### src/rtl/ps2_pkg.sv
// ============================================================================
// Module  : ps2_pkg
// Purpose : PS/2 set-2 scan-code constants and the encoder state encoding.
// Revision: 1.0  initial release
// ============================================================================
`default_nettype none

package ps2_pkg;

  localparam logic [7:0] SC_BREAK  = 8'hF0;
  localparam logic [7:0] SC_EXT    = 8'hE0;
  localparam logic [7:0] SC_LSHIFT = 8'h12;
  localparam logic [7:0] SC_RSHIFT = 8'h59;

  typedef enum logic [2:0] {
    IDLE    = 3'd0,
    SH_MK   = 3'd1,
    KEY_MK  = 3'd2,
    KEY_F0  = 3'd3,
    KEY_BRK = 3'd4,
    SH_F0   = 3'd5,
    SH_BRK  = 3'd6
  } state_t;

  // Successor taken on a transfer; shifted characters wrap the key bytes in shift make/break.
  function automatic state_t next_state(input state_t st, input logic shifted);
    case (st)
      SH_MK:   next_state = KEY_MK;
      KEY_MK:  next_state = KEY_F0;
      KEY_F0:  next_state = KEY_BRK;
      KEY_BRK: next_state = shifted ? SH_F0 : IDLE;
      SH_F0:   next_state = SH_BRK;
      default: next_state = IDLE;
    endcase
  endfunction

  function automatic logic [7:0] state_byte(input state_t st, input logic [7:0] code);
    case (st)
      SH_MK, SH_BRK:   state_byte = SC_LSHIFT;
      KEY_MK, KEY_BRK: state_byte = code;
      KEY_F0, SH_F0:   state_byte = SC_BREAK;
      default:         state_byte = 8'h00;
    endcase
  endfunction

endpackage

`default_nettype wire

### src/rtl/ascii2scan_lut.sv
// ============================================================================
// Module  : ascii2scan_lut
// Purpose : Combinational US-layout ASCII to PS/2 set-2 key code table.
// Revision: 1.0  initial release
// ============================================================================
`default_nettype none

module ascii2scan_lut (
  input  logic [7:0] ascii,
  output logic [7:0] code,
  output logic       shift,
  output logic       valid
);

  logic [7:0] w_lower;
  logic       w_is_letter;

  assign w_lower     = ascii | 8'h20;
  assign w_is_letter = ((ascii >= 8'h41) && (ascii <= 8'h5A)) ||
                       ((ascii >= 8'h61) && (ascii <= 8'h7A));

  always_comb begin
    code  = 8'h00;
    shift = 1'b0;
    valid = 1'b1;
    if (w_is_letter) begin
      shift = (ascii <= 8'h5A);
      case (w_lower)
        8'h61: code = 8'h1C;  8'h62: code = 8'h32;  8'h63: code = 8'h21;
        8'h64: code = 8'h23;  8'h65: code = 8'h24;  8'h66: code = 8'h2B;
        8'h67: code = 8'h34;  8'h68: code = 8'h33;  8'h69: code = 8'h43;
        8'h6A: code = 8'h3B;  8'h6B: code = 8'h42;  8'h6C: code = 8'h4B;
        8'h6D: code = 8'h3A;  8'h6E: code = 8'h31;  8'h6F: code = 8'h44;
        8'h70: code = 8'h4D;  8'h71: code = 8'h15;  8'h72: code = 8'h2D;
        8'h73: code = 8'h1B;  8'h74: code = 8'h2C;  8'h75: code = 8'h3C;
        8'h76: code = 8'h2A;  8'h77: code = 8'h1D;  8'h78: code = 8'h22;
        8'h79: code = 8'h35;  8'h7A: code = 8'h1A;
        default: code = 8'h00;
      endcase
    end else begin
      case (ascii)
        8'h30: code = 8'h45;  8'h31: code = 8'h16;  8'h32: code = 8'h1E;
        8'h33: code = 8'h26;  8'h34: code = 8'h25;  8'h35: code = 8'h2E;
        8'h36: code = 8'h36;  8'h37: code = 8'h3D;  8'h38: code = 8'h3E;
        8'h39: code = 8'h46;
        8'h29: begin code = 8'h45; shift = 1'b1; end
        8'h21: begin code = 8'h16; shift = 1'b1; end
        8'h40: begin code = 8'h1E; shift = 1'b1; end
        8'h23: begin code = 8'h26; shift = 1'b1; end
        8'h24: begin code = 8'h25; shift = 1'b1; end
        8'h25: begin code = 8'h2E; shift = 1'b1; end
        8'h5E: begin code = 8'h36; shift = 1'b1; end
        8'h26: begin code = 8'h3D; shift = 1'b1; end
        8'h2A: begin code = 8'h3E; shift = 1'b1; end
        8'h28: begin code = 8'h46; shift = 1'b1; end
        8'h2D: code = 8'h4E;  8'h3D: code = 8'h55;  8'h5B: code = 8'h54;
        8'h5D: code = 8'h5B;  8'h5C: code = 8'h5D;  8'h3B: code = 8'h4C;
        8'h27: code = 8'h52;  8'h60: code = 8'h0E;  8'h2C: code = 8'h41;
        8'h2E: code = 8'h49;  8'h2F: code = 8'h4A;
        8'h5F: begin code = 8'h4E; shift = 1'b1; end
        8'h2B: begin code = 8'h55; shift = 1'b1; end
        8'h7B: begin code = 8'h54; shift = 1'b1; end
        8'h7D: begin code = 8'h5B; shift = 1'b1; end
        8'h7C: begin code = 8'h5D; shift = 1'b1; end
        8'h3A: begin code = 8'h4C; shift = 1'b1; end
        8'h22: begin code = 8'h52; shift = 1'b1; end
        8'h7E: begin code = 8'h0E; shift = 1'b1; end
        8'h3C: begin code = 8'h41; shift = 1'b1; end
        8'h3E: begin code = 8'h49; shift = 1'b1; end
        8'h3F: begin code = 8'h4A; shift = 1'b1; end
        8'h20: code = 8'h29;
        8'h09: code = 8'h0D;
        8'h7F, 8'h08: code = 8'h66;
        8'h0A, 8'h0D: code = 8'h5A;
        default: valid = 1'b0;
      endcase
    end
  end

endmodule

`default_nettype wire

### src/rtl/ascii2scan.sv
// ============================================================================
// Module  : ascii2scan
// Purpose : Encodes one ASCII character into its PS/2 set-2 make/break bytes.
// Revision: 1.0  initial release
// ============================================================================
`default_nettype none

module ascii2scan
  import ps2_pkg::*;
(
  input  logic       clk,
  input  logic       rst,
  input  logic [7:0] ascii,
  input  logic       asciirdy,
  output logic       busy,
  output logic [7:0] scan,
  output logic       scanrdy,
  input  logic       scanack,
  output logic       unmapped
);

  logic [7:0] w_code;
  logic       w_shift;
  logic       w_valid;
  state_t     w_next;

  state_t     r_state;
  logic [7:0] r_code;
  logic       r_shift;
  logic [7:0] r_scan;
  logic       r_scanrdy;
  logic       r_busy;
  logic       r_unmapped;

  ascii2scan_lut u_lut (
    .ascii (ascii),
    .code  (w_code),
    .shift (w_shift),
    .valid (w_valid)
  );

  assign w_next = next_state(r_state, r_shift);

  // Outputs are registered from the state being entered, so scan is valid the cycle after each edge.
  always_ff @(posedge clk or posedge rst) begin
    if (rst) begin
      r_state    <= IDLE;
      r_code     <= 8'h00;
      r_shift    <= 1'b0;
      r_scan     <= 8'h00;
      r_scanrdy  <= 1'b0;
      r_busy     <= 1'b0;
      r_unmapped <= 1'b0;
    end else begin
      r_unmapped <= 1'b0;
      case (r_state)
        IDLE: begin
          if (asciirdy) begin
            if (w_valid) begin
              r_code    <= w_code;
              r_shift   <= w_shift;
              r_state   <= w_shift ? SH_MK : KEY_MK;
              r_scan    <= w_shift ? SC_LSHIFT : w_code;
              r_scanrdy <= 1'b1;
              r_busy    <= 1'b1;
            end else begin
              r_unmapped <= 1'b1;
            end
          end
        end
        default: begin
          if (r_scanrdy && scanack) begin
            r_state   <= w_next;
            r_scan    <= state_byte(w_next, r_code);
            r_scanrdy <= (w_next != IDLE);
            r_busy    <= (w_next != IDLE);
          end
        end
      endcase
    end
  end

  assign busy     = r_busy;
  assign scan     = r_scan;
  assign scanrdy  = r_scanrdy;
  assign unmapped = r_unmapped;

endmodule

`default_nettype wire

### config.mk
export PLATFORM = sky130hd
export DESIGN_NAME = ascii2scan
export DESIGN_NICKNAME = d
export VERILOG_FILES = /design/src/rtl/ps2_pkg.sv /design/src/rtl/ascii2scan_lut.sv /design/src/rtl/ascii2scan.sv
export SDC_FILE = /design/constraint.sdc
export NUM_CORES = 1
export LEC_CHECK = 0
export BUFFER_PORTS_ARGS = -buffer_cell sky130_fd_sc_hd__buf_2
export CORE_MARGIN = 2
export CORE_UTILIZATION = 55
export CTS_BUF_LIST = sky130_fd_sc_hd__clkbuf_16
export DETAILED_ROUTE_END_ITERATION = 10
export PLACE_DENSITY = 0.77
export SLEW_MARGIN = 0
export SYNTH_ARGS = -nofsm -noshare
export SYNTH_HDL_FRONTEND = slang
export SYNTH_SLANG_ARGS = --single-unit
### constraint.sdc
create_clock -name clk -period 2.03 [get_ports clk]
set_input_delay 0.203 -clock clk [delete_from_list [all_inputs] [get_ports clk]]
set_output_delay 0.203 -clock clk [all_outputs]
set_load 0.005 [all_outputs]
==> Flow_metrics.wiki, run 1 <==
{| class="wikitable"
! Metric !! Value
|-
| Largest incremental delay on the critical path || around 560 ps
|-
| Final-layout worst hold slack || 114.4 ps
|-
| Relative contribution of sequential cells to total power || roughly 30%
|-
| Peak supply drop || 0.5261 mV
|-
| Share of the clock period used by the worst path after layout || 115.6%
|-
| Top post-synthesis cells by count || nor2_1 (29), nand2_1 (28), o21ai_0 (24)
|-
| Max cap viols || 0
|-
| Crit path kind || in2reg
|-
| Number of hold buffers added after CTS || 0
|-
| Global-route wire length before repair || roughly 16000 um
|-
| DIE HEIGHT || about 73 um
|-
| P_sw || approximately 0.44 mW
|-
| Setup repair after global routing missed its margin || true
|-
| Clock tree skew after final layout || 5.732 ps
|-
| Area of the die || 5277 um^2
|-
| Library cell with the highest instance count after synthesis || nor2_1
|-
| WL per Instance || 21.67 um
|-
| Cell Pwr Density || 352.0 nW/um^2
|-
| RePlAce Congestion || 0.9329
|-
| Final Critical Period || 2346 ps
|-
| Effective utilization at floorplan || 58.31%
|-
| Startpoint of the worst setup timing path || ascii[6]
|-
| Relative slew slack || between 40% and 50%
|-
| Result of the run || finished with violations
|-
| Number of unique standard cell types used by synthesis || 74
|-
| Pre-antenna DRT Iters || 5
|-
| Master of the slowest instance on the critical path || or4bb_1
|-
| Fraction of power consumed by the clock network || 30.4%
|-
| Layout area overhead || 51.04%
|-
| Clock Sink Count || 21
|-
| TritonCTS clock tree || built
|-
| Number of rows in the core area || 24
|-
| Post-route core utilization || 88.06%
|-
| Vias || 3426
|-
| Leakage dissipation || around 1.8 nW
|-
| Setup slack after placement || -681.9 ps
|-
| Count of flip-flops with a built-in enable after synthesis || 0
|-
| Antenna-violating nets left || 0
|-
| Dominant cell type by area after synthesis || dfrtp_1
|-
| Pin count of the biggest net entering global routing || 22
|-
| Number of pins with negative max-slew slack in the final report || 0
|-
| Initial DRC Count || roughly 340
|-
| Syn Nets || about 360
|-
| Top flip-flop cell by instance count after synthesis || dfrtp_1
|-
| Portion of the post-synthesis area used by sequential elements || about a fifth
|-
| Clock transition at the registers of the reported paths || 60 ps
|-
| CTS Root Buffer Type || clkbuf_16
|-
| Total negative slack || -4455 ps
|-
| Number of nets in the finished design || 468
|-
| Worst-skew pair later-pin latency || 260 ps
|-
| Mean instance size in the synthesized netlist || 7.689 um^2
|-
| Req. time, crit path || 2170 ps
|-
| Number of synthesized register bits || 21
|-
| Share of synthesized registers carrying an async set or reset || 100.0%
|-
| Crit Reg-Reg Endpoint || scan[2]
|-
| Layout cell share with drive strength beyond 1 || 45.98%
|-
| Power share of the combinational group || about two fifths
|-
| Sum of overflow across all layers after global routing || 0
|-
| X dimension of the die || 72.64 um
|-
| Largest driver fanout on the critical path || 10
|-
| Cell count of the worst reg-to-reg path || 6
|-
| Total count of hold-check failures in the final report || 0
|-
| Failing checks || negative setup slack
|-
| Fraction of power spent switching nets || 31.90%
|-
| FMAX || 0.4262 GHz
|-
| Vias/cell || around 6.9
|-
| I/O pin cnt || 23
|-
| Number of I/O port buffers || 22
|-
| FF-to-FF setup slack || 200 ps
|-
| Ranking of synthesized cells by area || dfrtp_1 (20%), o21ai_0 (4.6%), nor2_1 (4.2%)
|-
| Kind of start point of the critical path || input pin
|-
| Worst-case clock buffer depth || 2
|-
| Final routed DRC violation total || 0
|-
| Number of antenna violations at the first check in global routing || 0
|-
| GRT Resource Usage Total || 38.98%
|-
| Num CTS Buffers || 3
|-
| Number of synthesis warnings || 0
|-
| Kind of end point of the critical path || flip-flop
|-
| Crit path cell chain || buf_2 > buf_12 > or4bb_1 > nor3_2 > nor4_2 > buf_4 > a41oi_2 > nor2b_2 > a221o_1 > mux2_4
|-
| Final setup margin || -316.5 ps
|-
| Worst Max-Slew Pin Slew || 850.7 ps
|-
| Final number of setup-violating endpoints || 19
|-
| Pint || 0.9381 mW
|-
| Worst Path Arrival || between 2000 and 2500 ps
|-
| Portion of synthesized cell area occupied by the leading cell type || between 20% and 30%
|-
| Post-synthesis instance area || 2591 um^2
|-
| Count of H-tree levels built during CTS || 1
|-
| Via count of the first global-routing pass || 3128
|-
| Placed wire-length estimate after detailed placement || between 7000 and 8000 um
|-
| Drt total wl || 10830 um
|-
| Cells after synthesis || 337
|-
| Diode count || 0
|-
| Hold/Removal Path Class || in2async
|-
| FF-to-FF Start || r_state[2]
|-
| Core box area || 4444 um^2
|}
==> flip-flops by register name (all words and copies together), names as in the netlist <==
name / count
busy: 1
r_code: 7
r_shift: 1
r_state: 3
scan: 8
unmapped: 1
==> how the worst max path moves through the flow <==
stage	end	slack (ps)	cells past startpoint
6_report	scan[5]	-320	10
5_1_grt	scan[5]	-380	10
4_1_cts	scan[5]	-230	10
3_5_place_dp	scan[5]	-680	12
3_3_place_gp	scan[1]	-740	12
2_1_floorplan	busy	-290	11
==> logic make-up (layout without fill, tap and decap cells) <==
family	count (synthesis)	in the layout	share of synthesized area (%)
AO/OA/AOI/OAI	106	106	31.00
adder cells (fa/ha/maj)	7	7	3.380
buffers and inverters	45	156	8.401
flip-flops	21	21	20.28
multiplexers	17	17	7.967
AND/OR/NAND/NOR	141	141	28.97
==> metal layers <==
metal | vias to the layer above | part of all wire, % | track usage, %
li1 | 1486 | - | -
met1 | 1606 | 40 | 53.33
met2 | 282 | 47 | 64.34
met3 | 52 | 9.8 | 7.044
met4 | 0 | 3.5 | 8.642
met5 | - | 0 | 0
==> power by group through the flow <==
stage                     Sequential [mW]  Clock, mW  Combinational, mW
final                               0.419      0.419              0.540
after global placement              0.426          0              0.440
after CTS                           0.419      0.411              0.489
after detailed placement            0.426          0              0.448
after global routing                0.419      0.430              0.566
after floorplan                     0.426          0              0.247
==> cell type report <==
class                           count  area (um^2)
Clock inverter                      1        5.005
Inverter                           13        68.82
Timing Repair Buffer              139         1089
Clock buffer                        3        75.07
Fill cell                         223        530.5
Tap cell                           52        65.06
Sequential cell                    21        525.5
Multi-Input combinational cell    271         2086
==> per-stage QoR <==
stage	cells	power [mW]	instance area (um^2)
floorplan	337	0.6736	2679
global placement	483	0.8661	3475
detailed placement	483	0.8741	3475
CTS	494	1.319	3761
global route	500	1.415	3914
finish	500	1.378	3914
==> cells in the final DEF, fill, tap and decap left out, types with 3 or more instances in the layout <==
cell type	Yosys	final
buf_4	6	103
nor2_1	29	29
nand2_1	28	24
dfrtp_1	21	21
buf_2	15	20
a21oi_1	17	16
o21ai_0	24	16
nor3_1	17	15
buf_6	1	12
nand3_1	13	11
inv_1	12	10
nor2b_1	12	10
mux2_4	6	9
nand2b_1	10	8
mux2i_1	6	6
o21ai_1	2	6
a211oi_1	7	6
o21ai_2	1	5
a31oi_1	5	5
and3_1	4	4
o221ai_1	5	4
buf_12	0	4
nand2_2	0	3
or3b_2	4	3
nor4_1	5	3
o31ai_1	4	3
ha_1	7	3
ha_4	0	3
clkbuf_16	0	3
==> worst max-delay path: cells and delay by family <==
family	cells	cell delay (ps)
compound gates	2	580
buf+inv	3	430
mux	1	250
simple gates	4	1000
==> repair_timing <==
item	in CTS	in global routing
setup buffers	7	6
endpoints found under the setup margin	19	20
pin swaps	18	10
resized for setup	41	27
Note: power is estimated with default switching activity, not from simulation.
==> run 2, diff against run 1 <==
--- a/config.mk
+++ b/config.mk
@@ -11,6 +11,7 @@
 export CTS_BUF_LIST = sky130_fd_sc_hd__clkbuf_16
 export DETAILED_ROUTE_END_ITERATION = 10
 export PLACE_DENSITY = 0.77
+export REMOVE_ABC_BUFFERS = 1
 export SLEW_MARGIN = 0
 export SYNTH_ARGS = -nofsm -noshare
 export SYNTH_HDL_FRONTEND = slang
==> run 2 against run 1 <==
Net effect:
- the flow still finishes with violations (negative setup slack)
- critical path depth up 2
- clock-buffer cell count did not move
- largest cell class unchanged
- critical endpoint is now scan[3]
- via count is 5.5% higher
- worst hold slack worse by 17 ps
- clock skew is 4.5 ps lower
- routed wire length rose by 11%
- core utilization is 2.8 points higher
- final area is 3.1% higher
- non-clock buffer count fell by 1
- combinational power grew 5.6%
- flip-flop and latch count unchanged
- power rose by 2.0%
- critical path type unchanged
==> Flow_metrics.wiki, run 2 (synthesis gave the netlist of run 1 again) <==
{| class="wikitable"
! Metric !! Value
|-
| I/O pin cnt || 23
|-
| Final-layout worst hold slack || 97.11 ps
|-
| Worst Path Arrival || 2580 ps
|-
| Placed wire-length estimate after detailed placement || 6925 um
|-
| Max cap viols || 0
|-
| Final Critical Period || approximately 2400 ps
|-
| Cell Pwr Density || around 350 nW/um^2
|-
| Number of nets in the finished design || approximately 470
|-
| Area of the die || 5277 um^2
|-
| Result of the run || finished with violations
|-
| Diode count || 0
|-
| Effective utilization at floorplan || 58.31%
|-
| Final setup margin || -417.6 ps
|-
| Largest incremental delay on the critical path || roughly 560 ps
|-
| Relative slew slack || 46.71%
|-
| Leading cell type in the layout, fill and taps excluded || buf_4
|-
| Filler instances || 184
|-
| CTS Root Buffer Type || clkbuf_16
|-
| Clock transition at the registers of the reported paths || 50 ps
|-
| Vias/cell || 7.230
|-
| Number of I/O port buffers || 22
|-
| Leading cell types in the layout, fill and taps excluded || buf_4 (100), nor2_1 (29), nand2_1 (25)
|-
| Pre-antenna DRT Iters || 5
|-
| Total count of hold-check failures in the final report || 0
|-
| Crit path buf inv count || 5
|-
| RePlAce Congestion || 0.9497
|-
| Setup repair after global routing missed its margin || true
|-
| Largest driver fanout on the critical path || 9
|-
| WL per Instance || between 20 and 25 um
|-
| Share of the clock period used by the worst path after layout || 120.6%
|-
| Master of the slowest instance on the critical path || o21ai_0
|-
| Final cell count without fillers || 500
|-
| Setup slack after placement || -742.0 ps
|-
| Final routed DRC violation total || 0
|-
| Hold/Removal Path Class || in2async
|-
| Worst-skew pair later-pin latency || 260 ps
|-
| Area of the multi-input gates || 2217 um^2
|-
| Crit path kind || in2reg
|-
| Leakage dissipation || ~1.8 nW
|-
| Crit path cell chain || buf_8 > buf_6 > ha_4 > buf_12 > nand2_1 > inv_1 > o21ai_0 > buf_4 > o211ai_1 > o41a_1 > a22oi_2 > mux2i_1
|-
| Failing checks || negative setup slack
|-
| Core box area || 4444 um^2
|-
| Pin count of the biggest net entering global routing || 22
|-
| Layout area overhead || 55.77%
|-
| Number of antenna violations at the first check in global routing || 0
|-
| Number of hold buffers added after CTS || 0
|-
| Worst Max-Slew Pin Slew || 798.5 ps
|-
| Global-route wire length before repair || 16930 um
|-
| Kind of end point of the critical path || flip-flop
|-
| Num CTS Buffers || 3
|-
| FF+latch area || 525.5 um^2
|-
| Max reg flops || 8
|-
| Kind of start point of the critical path || input pin
|-
| Count of H-tree levels built during CTS || 1
|-
| Number of rows in the core area || 24
|-
| DIE HEIGHT || 72.64 um
|-
| FMAX || 0.4086 GHz
|-
| Worst-case clock buffer depth || 2
|-
| X dimension of the die || a little over 70 um
|-
| Drt total wl || 12080 um
|-
| Number of pins with negative max-slew slack in the final report || 0
|-
| Total negative slack || -4666 ps
|-
| Total placed cells including tap cells || 479
|-
| Vias || 3615
|-
| Clock Sink Count || 21
|-
| Peak supply drop || slightly below 0.4 mV
|-
| Initial DRC Count || slightly above 500
|-
| Layout cell share with drive strength beyond 1 || 49.78%
|-
| Req. time, crit path || 2170 ps
|-
| Clock tree skew after final layout || 1.263 ps
|-
| GRT Resource Usage Total || 41.29%
|-
| Via count of the first global-routing pass || between 3000 and 4000
|-
| Final number of setup-violating endpoints || 20
|-
| Antenna-violating nets left || 0
|-
| Largest delay contributor family on the critical path || compound AO/OA/AOI/OAI gates
|-
| Sum of overflow across all layers after global routing || 0
|-
| TritonCTS clock tree || built
|}
## run 2: final timing paths
check | to | slack [ps] | cells past startpoint | start
worst max-delay path | scan[3] | -420 | 12 | ascii[0]
worst min-delay path | r_code[3] | 100 | 2 | rst
worst max register to register | scan[1] | 120 | 6 | r_state[2]
worst min register to register | r_code[1] | 520 | 2 | r_code[1]
max in group asynchronous | scan[2] | 1440 | 2 | rst
min in group clk | r_state[0] | 270 | 3 | scanack
## run 2: timing repair
action,in CTS,in global routing
pin swaps,26,12
resized for setup,82,30
cloned,1,0
endpoints found under the setup margin,19,19
buffers inserted,16,3
## run 2: cell type report
class,count,area share [%]
clock buffer,3,1.860
clock inverter,1,0.09299
inverter,13,1.333
multi-input combinational,272,54.93
sequential,21,13.02
tap,52,1.612
timing repair buffer,138,27.15
## run 2: layer usage
layer / up-vias / wire length (um) / global-route usage [%]
met5: - / 0 / 0
met4: 0 / 1200 / 24.90
met2: 325 / 5686 / 74.44
li1: 1488 / - / -
met3: 138 / 1279 / 7.459
met1: 1664 / 3913 / 44.47
## run 2: stage by stage
stage          power [mW]  cell area, um^2  util [%]
5_1_grt             1.446             4036     90.82
3_5_place_dp       0.8566             3361     75.62
4_1_cts             1.332             3874     87.16
3_3_place_gp       0.8530             3361     75.62
2_1_floorplan      0.6100             2422         -
6_report            1.405             4036     90.82
## run 2: where the power goes
| part | switching (mW) | internal (mW) | total (mW) |
|---|---|---|---|
| clock network | 0.153 | 0.263 | 0.416 |
| logic | 0.310 | 0.261 | 0.570 |
| registers | 0 | 0.419 | 0.419 |
==> run 3, diff against run 2 <==
--- a/config.mk
+++ b/config.mk
@@ -11,8 +11,7 @@
 export CTS_BUF_LIST = sky130_fd_sc_hd__clkbuf_16
 export DETAILED_ROUTE_END_ITERATION = 10
 export PLACE_DENSITY = 0.77
-export REMOVE_ABC_BUFFERS = 1
-export SLEW_MARGIN = 0
+export SKIP_LAST_GASP = 1
 export SYNTH_ARGS = -nofsm -noshare
 export SYNTH_HDL_FRONTEND = slang
 export SYNTH_SLANG_ARGS = --single-unit
==> run 3 against run 2 <==
Net effect:
- the run still ends with negative setup slack left
- non-clock buffer count increased by 1
- register-to-register slack improved by 90 ps
- final area decreased by 3.3%
- clock-buffer cell count unchanged
- sequential share of layout area increased by 0.45 points
- cell count unchanged
- fmax increased by 4.1%
- critical path type unchanged
- critical endpoint is now scan[1]
- highest routed layer unchanged
==> Flow_metrics.wiki, run 3 (synthesis gave the netlist of run 1 again) <==
{| class="wikitable"
! Metric !! Value
|-
| Result of the run || finished with violations
|-
| Failing checks || negative setup slack
|-
| Fraction of power consumed by the clock network || 30.7%
|-
| Relative slew slack || 43.35%
|-
| Via count of the first global-routing pass || 3138
|-
| Final setup margin || -322.1 ps
|-
| Kind of end point of the critical path || flip-flop
|-
| Worst Max-Slew Pin Slew || ~850 ps
|-
| Fraction of power spent switching nets || between 30% and 40%
|-
| Crit path cell chain || buf_12 > buf_6 > ha_4 > nor2b_4 > o311a_4 > o21ai_4 > nand3_2 > o41ai_2 > a21oi_1 > mux2_4
|-
| I/O pin cnt || 23
|-
| Setup slack after placement || -681.9 ps
|-
| Area of the die || 5277 um^2
|-
| Effective utilization at floorplan || 58.31%
|-
| Number of I/O port buffers || 22
|-
| Global-route wire length before repair || 15940 um
|-
| Number of hold buffers added after CTS || 0
|-
| Layout cell share with drive strength beyond 1 || 45.31%
|-
| RePlAce Congestion || between 0.9 and 1
|-
| Final number of setup-violating endpoints || 19
|-
| Leakage dissipation || between 1.5 and 2 nW
|-
| TritonCTS clock tree || built
|-
| Master of the slowest instance on the critical path || o41ai_2
|-
| Worst-skew pair later-pin latency || 260 ps
|-
| Leading cell type in the layout, fill and taps excluded || buf_4
|-
| Vias/cell || about 7
|-
| Setup repair after global routing missed its margin || true
|-
| Antenna-violating nets left || 0
|-
| WL per Instance || 21.64 um
|-
| Relative contribution of sequential cells to total power || 30.2%
|-
| Peak supply drop || 0.5327 mV
|-
| Final Critical Period || 2352 ps
|-
| Placed wire-length estimate after detailed placement || 7165 um
|-
| Final routed DRC violation total || 0
|-
| X dimension of the die || a little over 70 um
|-
| Req. time, crit path || between 2000 and 2500 ps
|-
| CTS Root Buffer Type || clkbuf_16
|-
| Largest driver fanout on the critical path || 6
|-
| Core box area || between 4000 and 5000 um^2
|-
| Worst-case clock buffer depth || 2
|-
| FMAX || roughly 0.43 GHz
|-
| Vias || 3402
|-
| Initial DRC Count || 419
|-
| Max cap viols || 0
|-
| Kind of start point of the critical path || input pin
|-
| Hold/Removal Path Class || in2async
|-
| Placed instance area || 3475 um^2
|-
| Layout area overhead || 50.56%
|-
| Number of rows in the core area || 24
|-
| Number of nets in the finished design || 468
|-
| Clock Sink Count || 21
|-
| Max reg flops || 8
|-
| Sum of overflow across all layers after global routing || 0
|-
| Count of H-tree levels built during CTS || 1
|-
| Pin count of the biggest net entering global routing || 22
|-
| Largest incremental delay on the critical path || roughly 490 ps
|-
| Cell Pwr Density || 354.9 nW/um^2
|-
| Clock tree skew after final layout || around 6.3 ps
|-
| Worst Path Arrival || 2490 ps
|-
| Diode count || 0
|-
| Design Area, Final || 3901 um^2
|-
| Crit path kind || in2reg
|-
| Total negative slack || -4590 ps
|-
| DIE HEIGHT || 72.64 um
|-
| Share of the clock period used by the worst path after layout || 115.9%
|-
| Clock transition at the registers of the reported paths || 60 ps
|-
| Leading cell types in the layout, fill and taps excluded || buf_4 (103), nor2_1 (29), nand2_1 (25)
|-
| GRT Resource Usage Total || 38.98%
|-
| Drt total wl || 10820 um
|-
| Pre-antenna DRT Iters || 6
|-
| Num CTS Buffers || 3
|-
| P_sw || 0.4463 mW
|-
| Power share of the combinational group || 39.0%
|-
| Number of pins with negative max-slew slack in the final report || 0
|-
| Final-layout worst hold slack || 112.6 ps
|-
| Number of antenna violations at the first check in global routing || 0
|-
| Pint || 0.9382 mW
|-
| Total count of hold-check failures in the final report || 0
|}
## run 3: power groups by stage
stage / Sequential [mW] / Clock, mW / Combinational, mW
after floorplan: 0.426 / 0 / 0.247
after global placement: 0.426 / 0 / 0.440
after detailed placement: 0.426 / 0 / 0.448
after global routing: 0.419 / 0.431 / 0.567
after CTS: 0.419 / 0.411 / 0.487
final: 0.419 / 0.425 / 0.540
## run 3: stage by stage
stage / util [%] / total power [mW] / instances
6_report: 87.78 / 1.384 / 500
5_1_grt: 87.78 / 1.416 / 500
4_1_cts: 84.43 / 1.317 / 494
3_5_place_dp: 78.18 / 0.8741 / 483
3_3_place_gp: 78.18 / 0.8661 / 483
2_1_floorplan: - / 0.6736 / 337
## run 3: worst max-delay path: cells and delay by family
kind / cells / cell delay (ps)
AND/OR/NAND/NOR: 2 / 310
AO/OA/AOI/OAI: 4 / 1270
buffers and inverters: 2 / 240
adder cells (fa/ha/maj): 1 / 180
multiplexers: 1 / 290
## run 3: timing repair
action | 4_1_cts | 5_1_grt
pin swaps | 18 | 10
buffers inserted | 7 | 6
gates resized for setup | 40 | 24
setup endpoints to repair | 19 | 20
## run 3: final timing paths
path	cells after the start	slack, ps	endpoint	from
max	10	-320	scan[1]	ascii[1]
min	2	110	unmapped	rst
max reg2reg	6	210	scan[1]	r_state[2]
min reg2reg	2	490	r_code[0]	r_code[0]
max in group asynchronous	2	1380	scan[2]	rst
min in group clk	3	240	unmapped	asciirdy
## run 3: cell type report
class                   count  area (um^2)
multi-input cells         271         2073
repair buffers            139         1089
fillers                   231        543.0
flip-flops and latches     21        525.5
clock buffers               3        75.07
inverters                  13        68.82
well taps                  52        65.06
clock inverters             1        5.005
## run 3: metal layers
layer,global-route usage [%],vias to the layer above,part of all wire (%)
met5,0,-,0
met4,8.642,0,3.7
met3,7.044,54,10
met2,64.75,272,47
met1,52.98,1597,39
li1,-,1479,-
